===== src/rtl/adc_emu_pkg.sv =====
// adc_emu_pkg: shared state encoding, frame sizing and frame assembly for adc_serial_emu
package adc_emu_pkg;

  typedef enum logic [1:0] {IDLE, SHIFT, DONE} state_t;

  // Widest sample and frame the assembly helper handles.
  localparam int MAX_W = 32;
  localparam int MAX_F = 256;

  function automatic int frame_bits(input int dw, input int lz, input int tz);
    return 2 * (lz + dw + tz);
  endfunction

  // {LEAD_Z 0, code_hi, TRAIL_Z 0, LEAD_Z 0, code_lo, TRAIL_Z 0}, right-aligned.
  function automatic logic [MAX_F-1:0] build_frame(input logic [MAX_W-1:0] code_hi,
                                                   input logic [MAX_W-1:0] code_lo,
                                                   input int dw, input int lz, input int tz);
    int half;
    half = lz + dw + tz;
    return (MAX_F'(code_hi) << (tz + half)) | (MAX_F'(code_lo) << tz);
  endfunction

endpackage


===== src/rtl/adc_emu_edge_sync.sv =====
// adc_emu_edge_sync: STAGES-deep synchroniser (reset high) with registered falling/rising edge pulses
module adc_emu_edge_sync #(
  parameter int STAGES = 2
) (
  input  logic clk,
  input  logic rst_n,
  input  logic i_d,
  output logic o_fall,
  output logic o_rise
);

  logic [STAGES-1:0] r_sync;
  logic              r_prev;
  logic              r_fall;
  logic              r_rise;

  // Shift the pin through the chain and compare the last two synchronised samples.
  always_ff @(posedge clk or negedge rst_n) begin
    if (!rst_n) begin
      r_sync <= '1;
      r_prev <= 1'b1;
      r_fall <= 1'b0;
      r_rise <= 1'b0;
    end else begin
      r_sync <= {r_sync[STAGES-2:0], i_d};
      r_prev <= r_sync[STAGES-1];
      r_fall <= r_prev & ~r_sync[STAGES-1];
      r_rise <= ~r_prev & r_sync[STAGES-1];
    end
  end

  assign o_fall = r_fall;
  assign o_rise = r_rise;

endmodule


===== src/rtl/adc_serial_emu.sv =====
// adc_serial_emu: AD7265-class dual-output serial ADC emulator; define ADC_EMU_TESTPAT_EN to add the testpat_sel counter pattern
module adc_serial_emu
  import adc_emu_pkg::*;
#(
  parameter int DATA_W      = 12,
  parameter int N_CH        = 6,
  parameter int ADDR_W      = 3,
  parameter int LEAD_Z      = 2,
  parameter int TRAIL_Z     = 2,
  parameter int SYNC_STAGES = 2
) (
  input  logic                     clk,
  input  logic                     rst_n,
`ifdef ADC_EMU_TESTPAT_EN
  input  logic                     testpat_sel,
`endif
  input  logic [N_CH*DATA_W-1:0]   din_a,
  input  logic [N_CH*DATA_W-1:0]   din_b,
  input  logic                     adc_sclk,
  input  logic                     ncs,
  input  logic                     rng,
  input  logic                     sgl,
  input  logic [ADDR_W-1:0]        adc_addr,
  output logic                     douta,
  output logic                     doutb,
  output logic                     dout_oe,
  output logic                     rng_latched,
  output logic [15:0]              conv_count,
  output logic                     frame_err,
  output logic                     addr_err
);

  localparam int FB = frame_bits(DATA_W, LEAD_Z, TRAIL_Z);
  localparam int CW = $clog2(FB + 1);
  localparam logic [ADDR_W:0] NCH = (ADDR_W + 1)'(N_CH);

  state_t              r_state, w_next;
  logic [CW-1:0]       r_cnt;
  logic [FB-1:0]       r_frame_a, r_frame_b;
  logic                r_rng, r_frame_err, r_addr_err;
  logic [15:0]         r_conv;
  logic                w_sclk_fall, w_unused_sclk_rise, w_ncs_fall, w_ncs_rise;
  logic                w_load, w_shift, w_done, w_abort;
  logic                w_valid;
  logic [ADDR_W-1:0]   w_idx;
  logic [DATA_W-1:0]   w_src_a, w_src_b, w_code_a, w_code_b;
  logic [FB-1:0]       w_frame_a, w_frame_b;

  adc_emu_edge_sync #(.STAGES(SYNC_STAGES)) u_sclk_sync (
    .clk    (clk),
    .rst_n  (rst_n),
    .i_d    (adc_sclk),
    .o_fall (w_sclk_fall),
    .o_rise (w_unused_sclk_rise)
  );

  adc_emu_edge_sync #(.STAGES(SYNC_STAGES)) u_ncs_sync (
    .clk    (clk),
    .rst_n  (rst_n),
    .i_d    (ncs),
    .o_fall (w_ncs_fall),
    .o_rise (w_ncs_rise)
  );

  // Select the addressed channel, apply sgl coding and zero out-of-range addresses, then assemble both frames.
  always_comb begin
    w_valid  = {1'b0, adc_addr} < NCH;
    w_idx    = w_valid ? adc_addr : '0;
`ifdef ADC_EMU_TESTPAT_EN
    w_src_a  = testpat_sel ? DATA_W'(r_conv) : din_a[DATA_W*int'(w_idx) +: DATA_W];
    w_src_b  = testpat_sel ? ~DATA_W'(r_conv) : din_b[DATA_W*int'(w_idx) +: DATA_W];
`else
    w_src_a  = din_a[DATA_W*int'(w_idx) +: DATA_W];
    w_src_b  = din_b[DATA_W*int'(w_idx) +: DATA_W];
`endif
    w_code_a = w_valid ? w_src_a ^ {~sgl, {(DATA_W-1){1'b0}}} : '0;
    w_code_b = w_valid ? w_src_b ^ {~sgl, {(DATA_W-1){1'b0}}} : '0;
    w_frame_a = FB'(build_frame(MAX_W'(w_code_a), MAX_W'(w_code_b), DATA_W, LEAD_Z, TRAIL_Z));
    w_frame_b = FB'(build_frame(MAX_W'(w_code_b), MAX_W'(w_code_a), DATA_W, LEAD_Z, TRAIL_Z));
  end

  // Next-state logic: capture beats a coincident sclk edge, ncs rise beats a coincident sclk edge.
  always_comb begin
    w_next  = r_state;
    w_load  = 1'b0;
    w_shift = 1'b0;
    w_done  = 1'b0;
    w_abort = 1'b0;
    case (r_state)
      IDLE: begin
        w_load = w_ncs_fall;
        w_next = w_ncs_fall ? SHIFT : IDLE;
      end
      SHIFT: begin
        w_abort = w_ncs_rise;
        w_shift = ~w_ncs_rise & w_sclk_fall;
        w_done  = w_shift & (r_cnt == CW'(1));
        w_next  = w_abort ? IDLE : (w_done ? DONE : SHIFT);
      end
      DONE:    w_next = w_ncs_rise ? IDLE : DONE;
      default: w_next = IDLE;
    endcase
  end

  // State register.
  always_ff @(posedge clk or negedge rst_n) begin
    if (!rst_n) r_state <= IDLE;
    else        r_state <= w_next;
  end

  // Frame shifters, bit counter, frame counter and status pulses.
  always_ff @(posedge clk or negedge rst_n) begin
    if (!rst_n) begin
      r_cnt       <= '0;
      r_frame_a   <= '0;
      r_frame_b   <= '0;
      r_rng       <= 1'b0;
      r_conv      <= '0;
      r_frame_err <= 1'b0;
      r_addr_err  <= 1'b0;
    end else begin
      r_frame_err <= w_abort;
      r_addr_err  <= w_load & ~w_valid;
      if (w_load) begin
        r_frame_a <= w_frame_a;
        r_frame_b <= w_frame_b;
        r_cnt     <= CW'(FB);
        r_rng     <= rng;
      end else if (w_shift) begin
        r_frame_a <= {r_frame_a[FB-2:0], 1'b0};
        r_frame_b <= {r_frame_b[FB-2:0], 1'b0};
        r_cnt     <= r_cnt - CW'(1);
      end
      if (w_done) r_conv <= r_conv + 16'd1;
    end
  end

  assign dout_oe     = (r_state == SHIFT);
  assign douta       = dout_oe & r_frame_a[FB-1];
  assign doutb       = dout_oe & r_frame_b[FB-1];
  assign rng_latched = r_rng;
  assign conv_count  = r_conv;
  assign frame_err   = r_frame_err;
  assign addr_err    = r_addr_err;

endmodule


===== config.mk =====
export PLATFORM = sky130hd
export DESIGN_NAME = adc_serial_emu
export DESIGN_NICKNAME = d
export VERILOG_FILES = /design/src/rtl/adc_emu_pkg.sv /design/src/rtl/adc_emu_edge_sync.sv /design/src/rtl/adc_serial_emu.sv
export SDC_FILE = /design/constraint.sdc
export NUM_CORES = 1
export LEC_CHECK = 0
export CAP_MARGIN = 10
export CELL_PAD_IN_SITES_DETAIL_PLACEMENT = 0
export CELL_PAD_IN_SITES_GLOBAL_PLACEMENT = 1
export CORE_MARGIN = 5
export CORE_UTILIZATION = 35
export CTS_BUF_LIST = sky130_fd_sc_hd__clkbuf_4 sky130_fd_sc_hd__clkbuf_8
export DETAILED_ROUTE_END_ITERATION = 10
export HOLD_SLACK_MARGIN = 0.15
export PLACE_DENSITY = 0.78
export SYNTH_ARGS = -nofsm -noshare
export SYNTH_HDL_FRONTEND = slang
export SYNTH_SLANG_ARGS = --single-unit

===== constraint.sdc =====
create_clock -name clk -period 2.51 [get_ports clk]
set_clock_uncertainty 0.15 [all_clocks]
set_input_delay 0.3765 -clock clk [delete_from_list [all_inputs] [get_ports clk]]
set_output_delay 0.3765 -clock clk [all_outputs]
set_load 0.02 [all_outputs]

==> results.ini <==
[outcome]
status=complete, no violations

[critical_path]
r2r-end=r_frame_a[20]
reg2reg_depth=4
cp.required_ns=1.98
crit_type=flop to output pin
cp_num_cells=3
crit_family=buffers and inverters
crit_slowest_cell=clkdlybuf4s50_1
critPathLaunchType=flop
worst_r2r_startpoint=r_state[1]
crit_path_end_kind=output pin
crit_path_cell_trace=nor2b_2, and2_1, clkdlybuf4s50_1
path_buf_inv=1
crit_path_max_fanout=8
rrSetupSlack_ns=0.48
critPathMaxStageDelay_ns=0.60
crit_arrival_ns=1.84

[floorplanning]
die_w_um=132
rows=44
design.core.area_um2=14500
pin_count=175
chipHeight_um=132
initial_core_util_pct=35.6
die_area_um2=17300

[clock_network]
clkTransAtPathRegs_ns=0.09
cts_buffers=9
clk_path_buf_depth=2
cts_setup_buffers=0
root_buffer=clkbuf_8
cts_tree=yes
htreeDepth=3
cts_sinks=96
insertion_delay_ns=0.35

[global_route]
grt_usage_pct=18.1
grt_pass1_wl_mm=25.8
antenna_found_initial=0
first_global_vias=4649
grt_start_max_net_pins=60
grt.overflow.total=0

[detailed_routing]
drtIter0Drc=235
dr.pass1.iters=4
drc=0
wl_mm=15.8
vias=4482
viasPerCell=5.06
final_antenna_net_count=0
wl_per_cell_um=17.9

[placed_design]
post_dp_cell_area_um2=7150
dpl.hpwl_mm=12.2
finalWeightedCongestion=0.808
io_buffers=174

[sta]
setup_viol=0
fin_crit_ns=2.36
rsz0062_at_grt=false
slew_headroom_pct=65.0
finalCritPeriodShare_pct=94.2
fmax_ghz=0.423
finalSetupTns_ns=0
max_slew.worst_pin.slew_ns=0.525
hold_violations=0
slew_viol_final=0

[synthesis]
syn_inst=527
synth_seq_cells=96
synthFlopType=dfrtp_1
synth_edf_count=0
ys_top_cells_by_area=dfrtp_1 44%, nand2_1 8.5%, mux2i_1 7.2%
ys_types=44
synth_largest_area_cell=dfrtp_1
yosys.area.top_type_share_pct=43.6
avgSynthCellArea_um2=9.81
netlist_area_um2=5170
yosysWarnings=0
yosysSeqAreaShare_pct=46.6
synth_fp_nets=683
ys_async_sr_fraction_pct=100

[worst_hold_path]
hp-class=flop to flop
hp-start=u_ncs_sync.r_sync[0]
whs_endpoint=u_ncs_sync.r_sync[1]
holdPathStages=0

[cells_and_area]
syn_to_final_growth_pct=41.9
drive_above_1_share_pct=10.4
nets=853
final_common_cell=clkdlybuf4s50_1
finish.utilization_pct=50.5
antenna_cells=0
final_cell_mix=172 x clkdlybuf4s50_1, 117 x nand2_1, 90 x dfrtp_1
fin_area_um2=7340

[run]
maxCapViolCount=0

[power]
p_sw_w=0.00141
power.leakage_nw=3.10
p_seq_share_pct=50.1
sw_frac_of_total_pct=31.5
ir_worst_vdd_v=0.000381
clockPowerShare_pct=20.3
p_per_area_nw_per_um2=610
combPwrFrac_pct=29.6
power.internal_w=0.00307

worst register-to-register path, cell delays in order (launching register included):
cell,delay (ns)
dfrtp_1,0.49
or3b_2,0.49
buf_4,0.29
a221o_1,0.38
o221a_2,0.14
power groups by stage:
| stage | combinational, W | sequential (W) | clock (W) |
|---|---|---|---|
| floorplan | 0.000808 | 0.00221 | 0 |
| global placement | 0.00129 | 0.00226 | 0 |
| detailed placement | 0.00133 | 0.00227 | 0 |
| CTS | 0.00134 | 0.00224 | 0.000952 |
| global route | 0.00150 | 0.00231 | 0.00102 |
| finish | 0.00132 | 0.00224 | 0.000909 |
final cells by class:
| type | instances | area [um^2] |
|---|---|---|
| inverter | 4 | 15.0 |
| sequential | 96 | 2410 |
| fill | 1332 | 7200 |
| tap | 184 | 230 |
| clock buffer | 12 | 153 |
| clock inverter | 3 | 18.8 |
| timing repair buffer | 193 | 1930 |
| multi-input combinational | 393 | 2580 |
what timing repair did:
action / in CTS / in global routing
hold endpoints to repair: 37 / 0
hold buffers: 1 / 0
setup endpoints to repair: 0 / 2
gates resized for setup: 0 / 1
sequential cells by signal, summed over array words and instances (netlist names):
register            count
addr_err                1
conv_count             16
frame_err               1
r_cnt                   6
r_frame_a              30
r_frame_b              30
r_state                 2
rng_latched             1
u_ncs_sync.o_fall       1
u_ncs_sync.o_rise       1
u_ncs_sync.r_prev       1
u_ncs_sync.r_sync       2
u_sclk_sync.o_fall      1
u_sclk_sync.r_prev      1
u_sclk_sync.r_sync      2
cell usage after synthesis (3+ instances only):
master / number
dfrtp_1: 90
and3_1: 4
o221ai_1: 4
buf_2: 6
o22ai_1: 7
and2_1: 3
buf_4: 8
o21ai_0: 21
ha_1: 3
buf_1: 4
nand2b_1: 4
mux2_2: 9
nor2b_1: 5
xor2_1: 4
inv_1: 4
nand3_1: 10
mux2i_1: 37
clkbuf_1: 15
nand2_1: 117
a21oi_1: 54
o21a_1: 7
mux4_2: 14
nand4_1: 3
nor2_1: 30
xnor2_1: 15
dfstp_2: 6
a31oi_1: 20
worst max-delay path by stage:
stage	startpoint	to	slack, ns
final	r_state[0]	douta	0.15
after floorplan	adc_addr[0]	r_frame_b[25]	0.63
after CTS	r_state[0]	douta	0.02
after global placement	adc_addr[1]	r_frame_a[13]	0.21
after detailed placement	adc_addr[1]	r_frame_a[13]	0.17
after global routing	r_state[0]	douta	0.006
through the flow:
step,instances,hold slack (ns),setup WS [ns],total power [W]
finish,885,0.209,0.146,0.00448
global route,885,0.214,0.00621,0.00482
CTS,885,0.210,0.0250,0.00454
detailed placement,869,0.197,0.172,0.00360
global placement,869,0.196,0.207,0.00355
floorplan,527,-0.0691,0.627,0.00302
routing by layer:
metal	GRT usage (%)	wire [um]
met1	24.1	6880
met2	31.3	8310
met3	3.33	449
met4	3.14	170
met5	0	0
cells by family (layout without fill, tap and decap cells):
group                    after synthesis  in the layout  synth area share, %
adder cells (fa/ha/maj)                3              3                0.726
flip-flops                            96             96                 46.6
XOR/XNOR                              19             19                 3.22
buffers and inverters                 38            212                 3.63
AO/OA/AOI/OAI                        120            120                 13.5
multiplexers                          62             62                 15.7
AND/OR/NAND/NOR                      189            189                 16.6
No activity file was read; power rests on OpenSTA's default activity.
